**config.mk**
```make
export PLATFORM = sky130hd
export DESIGN_NAME = pipe_memory_access
export DESIGN_NICKNAME = d
export VERILOG_FILES = /design/src/rtl/pipe_memory_access.sv
export SDC_FILE = /design/constraint.sdc
export NUM_CORES = 1
export LEC_CHECK = 0
export BUFFER_PORTS_ARGS = -buffer_cell sky130_fd_sc_hd__buf_2
export CAP_MARGIN = 20
export CELL_PAD_IN_SITES_DETAIL_PLACEMENT = 1
export CELL_PAD_IN_SITES_GLOBAL_PLACEMENT = 1
export CORE_AREA = 2 2 109 164
export DETAILED_ROUTE_END_ITERATION = 10
export DIE_AREA = 0 0 111 166
export GPL_ROUTABILITY_DRIVEN = 0
export PLACE_DENSITY_LB_ADDON = 0.1
export REMOVE_ABC_BUFFERS = 1
export SYNTH_ARGS = -nofsm -noshare
export SYNTH_HDL_FRONTEND = slang
export SYNTH_SLANG_ARGS = --single-unit
export TNS_END_PERCENT = 1
```
**constraint.sdc**
```tcl
create_clock -name clk -period 1.3 [get_ports clk]
set_input_delay 0.065 -clock clk [delete_from_list [all_inputs] [get_ports clk]]
set_output_delay 0.065 -clock clk [all_outputs]
set_load 0.005 [all_outputs]
```
**src/rtl/pipe_memory_access.sv**
```systemverilog
// Memory pipe stage: decodes loads/stores, issues one aligned 32-bit bus access and stalls until it completes.
// Optional bus-timeout abort is compiled in with the MEM_TIMEOUT_EN macro.
module pipe_memory_access #(
  parameter int TIMEOUT_CYCLES = 255
) (
  input  logic        clk,
  input  logic        rst,
  input  logic        stepPipe,
  input  logic [31:0] currentInstruction,
  input  logic [31:0] aluResultData,
  input  logic [31:0] storeData,
  output logic        memoryStall,
  output logic [31:0] memoryAddress,
  output logic [3:0]  memoryByteSelect,
  output logic [31:0] memoryWriteData,
  output logic        memoryWriteEnable,
  output logic        memoryReadEnable,
  input  logic        memoryBusy,
  input  logic [31:0] memoryDataRead,
  output logic [31:0] memoryReadData,
  output logic        addressMisaligned,
  output logic        accessFault
);

  typedef enum logic [1:0] {IDLE, ACCESS, DONE} memState;

  memState     stateReg, stateNext;
  logic [31:0] addressNext, writeDataNext, readDataNext;
  logic [3:0]  byteSelectNext;
  logic        writeEnableNext, readEnableNext, misalignedNext;
  logic        timedOut;

  logic [6:0]  opcode;
  logic [2:0]  funct3;
  logic [3:0]  baseMask;
  logic [6:0]  mask7;
  logic        isLoad, isStore, isMem, misaligned;

  logic        unusedInstr;
  assign unusedInstr = ^{currentInstruction[31:15], currentInstruction[11:7]};

  assign opcode  = currentInstruction[6:0];
  assign funct3  = currentInstruction[14:12];
  assign isLoad  = (opcode == 7'b0000011);
  assign isStore = (opcode == 7'b0100011);
  assign isMem   = isLoad | isStore;

  always_comb begin
    baseMask = 4'b0000;
    case (funct3[1:0])
      2'b00:   baseMask = 4'b0001;
      2'b01:   baseMask = 4'b0011;
      2'b10:   baseMask = (funct3 == 3'b010) ? 4'b1111 : 4'b0000;
      default: baseMask = 4'b0000;
    endcase
  end

  // Lanes pushed past bit 3 mean the access crosses the word boundary.
  assign mask7       = {3'b000, baseMask} << aluResultData[1:0];
  assign misaligned  = |mask7[6:4];
  assign memoryStall = (stateReg == ACCESS);

`ifdef MEM_TIMEOUT_EN
  localparam int CW = $clog2(TIMEOUT_CYCLES + 1);
  logic [CW-1:0] timeoutCount;

  assign timedOut = (stateReg == ACCESS) && memoryBusy &&
                    (32'(timeoutCount) + 32'd1 == 32'(TIMEOUT_CYCLES));

  always_ff @(posedge clk) begin
    if (rst || stateReg != ACCESS) timeoutCount <= '0;
    else if (memoryBusy)           timeoutCount <= timeoutCount + CW'(1);
  end

  always_ff @(posedge clk) begin
    if (rst)                                accessFault <= 1'b0;
    else if (stateReg != ACCESS && stepPipe) accessFault <= 1'b0;
    else if (timedOut)                      accessFault <= 1'b1;
  end
`else
  logic unusedTimeout;
  assign unusedTimeout = |TIMEOUT_CYCLES;
  assign timedOut      = 1'b0;
  assign accessFault   = 1'b0;
`endif

  always_comb begin
    stateNext       = stateReg;
    addressNext     = memoryAddress;
    byteSelectNext  = memoryByteSelect;
    writeDataNext   = memoryWriteData;
    writeEnableNext = memoryWriteEnable;
    readEnableNext  = memoryReadEnable;
    readDataNext    = memoryReadData;
    misalignedNext  = addressMisaligned;
    case (stateReg)
      IDLE, DONE: begin
        if (stepPipe) begin
          if (isMem && baseMask != 4'b0000 && !misaligned) begin
            stateNext       = ACCESS;
            addressNext     = {aluResultData[31:2], 2'b00};
            byteSelectNext  = mask7[3:0];
            writeDataNext   = storeData << {aluResultData[1:0], 3'b000};
            writeEnableNext = isStore;
            readEnableNext  = isLoad;
            misalignedNext  = 1'b0;
          end else if (isMem && misaligned) begin
            stateNext      = DONE;
            misalignedNext = 1'b1;
            readDataNext   = 32'h0;
          end else begin
            stateNext      = DONE;
            misalignedNext = 1'b0;
          end
        end
      end
      ACCESS: begin
        if (!memoryBusy) begin
          stateNext       = DONE;
          writeEnableNext = 1'b0;
          readEnableNext  = 1'b0;
          if (memoryReadEnable) readDataNext = memoryDataRead;
        end else if (timedOut) begin
          stateNext       = DONE;
          writeEnableNext = 1'b0;
          readEnableNext  = 1'b0;
          readDataNext    = 32'h0;
        end
      end
      default: stateNext = IDLE;
    endcase
  end

  always_ff @(posedge clk) begin
    if (rst) begin
      stateReg          <= IDLE;
      memoryAddress     <= 32'h0;
      memoryByteSelect  <= 4'h0;
      memoryWriteData   <= 32'h0;
      memoryWriteEnable <= 1'b0;
      memoryReadEnable  <= 1'b0;
      memoryReadData    <= 32'h0;
      addressMisaligned <= 1'b0;
    end else begin
      stateReg          <= stateNext;
      memoryAddress     <= addressNext;
      memoryByteSelect  <= byteSelectNext;
      memoryWriteData   <= writeDataNext;
      memoryWriteEnable <= writeEnableNext;
      memoryReadEnable  <= readEnableNext;
      memoryReadData    <= readDataNext;
      addressMisaligned <= misalignedNext;
    end
  end

endmodule
```
==> flow_metrics.tcl <==
set metrics [dict create \
    crit_required_ns 1.58 \
    firstDrtPassIters 4 \
    ys_seq_elements 103 \
    synthArstFlopShare_pct 0 \
    clockBufferDepth 2 \
    dr_total_vias 5684 \
    clk_pin_slew_worst_paths_ns 0.07 \
    max_stage_delay_ns 0.36 \
    cts_sinks 103 \
    final_cell_count_no_fill 1039 \
    synth_area_leaders "dfxtp_1 (41%), mux2i_1 (6.6%), a311oi_1 (5.6%), o31ai_1 (5.5%), a31oi_1 (5.2%)" \
    yosys-top-cells-count "dfxtp_1 (103), a21oi_1 (49), a31oi_1 (42)" \
    htree_levels 3 \
    drv_cap 0 \
    fin_ws_ns -0.205 \
    drv_slew 0 \
    hold_violations 0 \
    grt_usage_pct 21.6 \
    cts_tree "done" \
    ir_drop_mv 0.608 \
    drc 0 \
    skew_ns 0.00551 \
    core_mm2 0.0171 \
    ant_nets 0 \
    rows 59 \
    drive_gt1_share_pct 47.6 \
    yosysTopAreaCellShare_pct 41.0 \
    tns_ns -7.36 \
    fillCellCount 1981 \
    finalCritPeriodShare_pct 116 \
    num_io_pins 237 \
    drtIter0Drc 173 \
    seqCellArea_mm2 0.00206 \
    cp-end-kind "flop" \
    syn_inst 558 \
    total_power_mw 6.94 \
    syn_to_final_growth_pct 58.4 \
    yosysWarnings 0 \
    rr_worst_depth 7 \
    hpwl_um 14300 \
    grt_first_pass_wirelength_um 32400 \
    grt_pass1_vias 6073 \
    power-per-cell-area_mw_per_mm2 872 \
    antenna_found_initial 1 \
    syn_area_mm2 0.00502 \
    worstHoldPathType "primary input to flop" \
    placed_cells 975 \
    yosysMostFrequentCell "dfxtp_1" \
    clkLatencyLatePin_ns 0.35 \
    port_buffers 211 \
    die-area_mm2 0.0184 \
    crit_fanout 3 \
    totalWireLength_um 20500 \
    gr-total-overflow 0 \
    multi_input_area_mm2 0.00298 \
    via_per_inst 5.47 \
    status "finished, violations left" \
    final_cell_area_mm2 0.00796 \
    yosys_most_used_dff "dfxtp_1" \
    die_w_um 111 \
    syn_avg_cell_area_um2 9.00 \
    finalCriticalPeriod_ns 1.50 \
    cts_root_buffer "clkbuf_16" \
    worstSetupStartpointType "flop" \
    setup_viol 87 \
    synth.distinct_cells 47 \
    power_leakage_nw 3.26 \
    placed_area_mm2 0.00667 \
    yosysSeqAreaShare_pct 41.0 \
    wl_per_cell_um 19.7 \
    grt_max_degree 48 \
    critPathSlowestCell "dfxtp_2" \
    cp.arrival_ns 1.79 \
    numCtsBuffers 9 \
    rsz0062_at_grt "true" \
    fmax_ghz 0.664 \
    cp_cell_sequence "nor3b_4 -> buf_6 -> buf_6 -> o22ai_4 -> a211oi_2 -> buf_4 -> mux2i_2" \
    finalNetCount 952 \
    synth-edff-count 0 \
    synth_top_cell_by_area "dfxtp_1" \
    die_h_um 166 \
    hold_depth 3 \
    place_ws_ns -0.273 \
    critical_path_class "flop to flop" \
    start_util_pct 29.5 \
    violations "negative setup slack" \
    crit_top_cell "buf_6" \
]
area by class of cell:
type	instances	area share, %
antenna	1	0.0314
sequential	103	25.9
tap	213	3.35
multi-input combinational	381	37.5
clock buffer	9	2.83
timing repair buffer	322	29.3
clock inverter	7	0.912
inverter	3	0.142
through the flow:
stage | hold slack (ns) | utilization, %
2_1_floorplan | 0.134 | -
3_5_place_dp | 0.328 | 39.1
4_1_cts | 0.000610 | 45.5
3_3_place_gp | 0.319 | 39.1
5_1_grt | 0.0107 | 46.7
6_report | 0.0126 | 46.7
critical path, delay by kind of cell, from the launching register on:
kind            cells  cell delay (ns)
flops               1             0.36
buf+inv             3             0.40
simple gates        1             0.23
mux                 1             0.21
compound gates      2             0.23
cells by family (layout without fill, tap and decap cells):
| logic type | count (synthesis) | count (layout) | synth area share, % |
|---|---|---|---|
| compound gates | 193 | 193 | 27.0 |
| buf+inv | 76 | 341 | 7.32 |
| other cells | 1 | 4 | 0.0746 |
| mux | 41 | 41 | 8.37 |
| flops | 103 | 103 | 41.0 |
| simple gates | 144 | 144 | 16.2 |
report_power, final:
part | total, mW | switching [mW] | internal [mW] | leakage, nW
combinational | 0.970 | 0.532 | 0.438 | 2.29
sequential | 3.16 | 0.00559 | 3.16 | 0.831
clock | 2.80 | 1.30 | 1.50 | 0.142
total | 6.94 | 1.84 | 5.10 | 3.26
layout by cell type (no fill, tap or decap), types with 3 or more instances in the layout:
cell	synthesis	routed
dfxtp_1	103	101
a31oi_1	42	38
a311oi_2	1	24
buf_6	1	13
nand3_2	0	7
mux2_2	8	8
o31ai_2	0	8
buf_4	11	42
nand2_1	23	20
a31oi_2	0	4
nand4_1	37	37
clkbuf_16	0	10
dlygate4sd3_1	0	35
a211oi_1	9	7
nor2b_1	9	8
mux2i_1	33	32
a311oi_1	32	9
buf_2	27	210
nor2_1	19	18
o31ai_1	37	29
buf_12	0	16
nor4_1	9	5
a41o_1	3	3
nand3_1	33	26
conb_1	1	3
buf_16	0	4
a21oi_1	49	45
o311a_1	3	3
a31o_2	8	8
a21oi_2	0	4
nor4_2	0	4
sequential cells by signal, indices dropped and copies added (netlist names):
register and count:
memoryAddress 30, memoryByteSelect 4, memoryReadData 32, memoryWriteEnable 1, stateReg 2, memoryWriteData 32, memoryReadEnable 1, addressMisaligned 1
path summary, 6_finish.rpt:
check	slack, ns	to	start
hold reg to reg	0.46	addressMisaligned	addressMisaligned
setup reg to reg	-0.20	memoryWriteEnable	stateReg[0]
setup / recovery	-0.20	memoryWriteEnable	stateReg[0]
hold / removal	0.01	memoryReadData[13]	memoryDataRead[13]
per-layer routing:
layer	vias to the layer above	GRT usage, %	wire length (µm)
met2	169	40.4	11000
met3	34	3.83	952
met5	-	0	0
li1	2697	-	-
met1	2784	23.5	7990
met4	0	9.18	591
what timing repair did:
action                                  4_1_cts  5_1_grt
setup buffers                                 6        1
gates resized for setup                      58       30
cloned                                        4        1
endpoints found under the setup margin       91      103
hold buffers                                 34        1
pin swaps                                    19       33
hold endpoints to repair                     34        1
No activity file was read; power rests on OpenSTA's default activity.
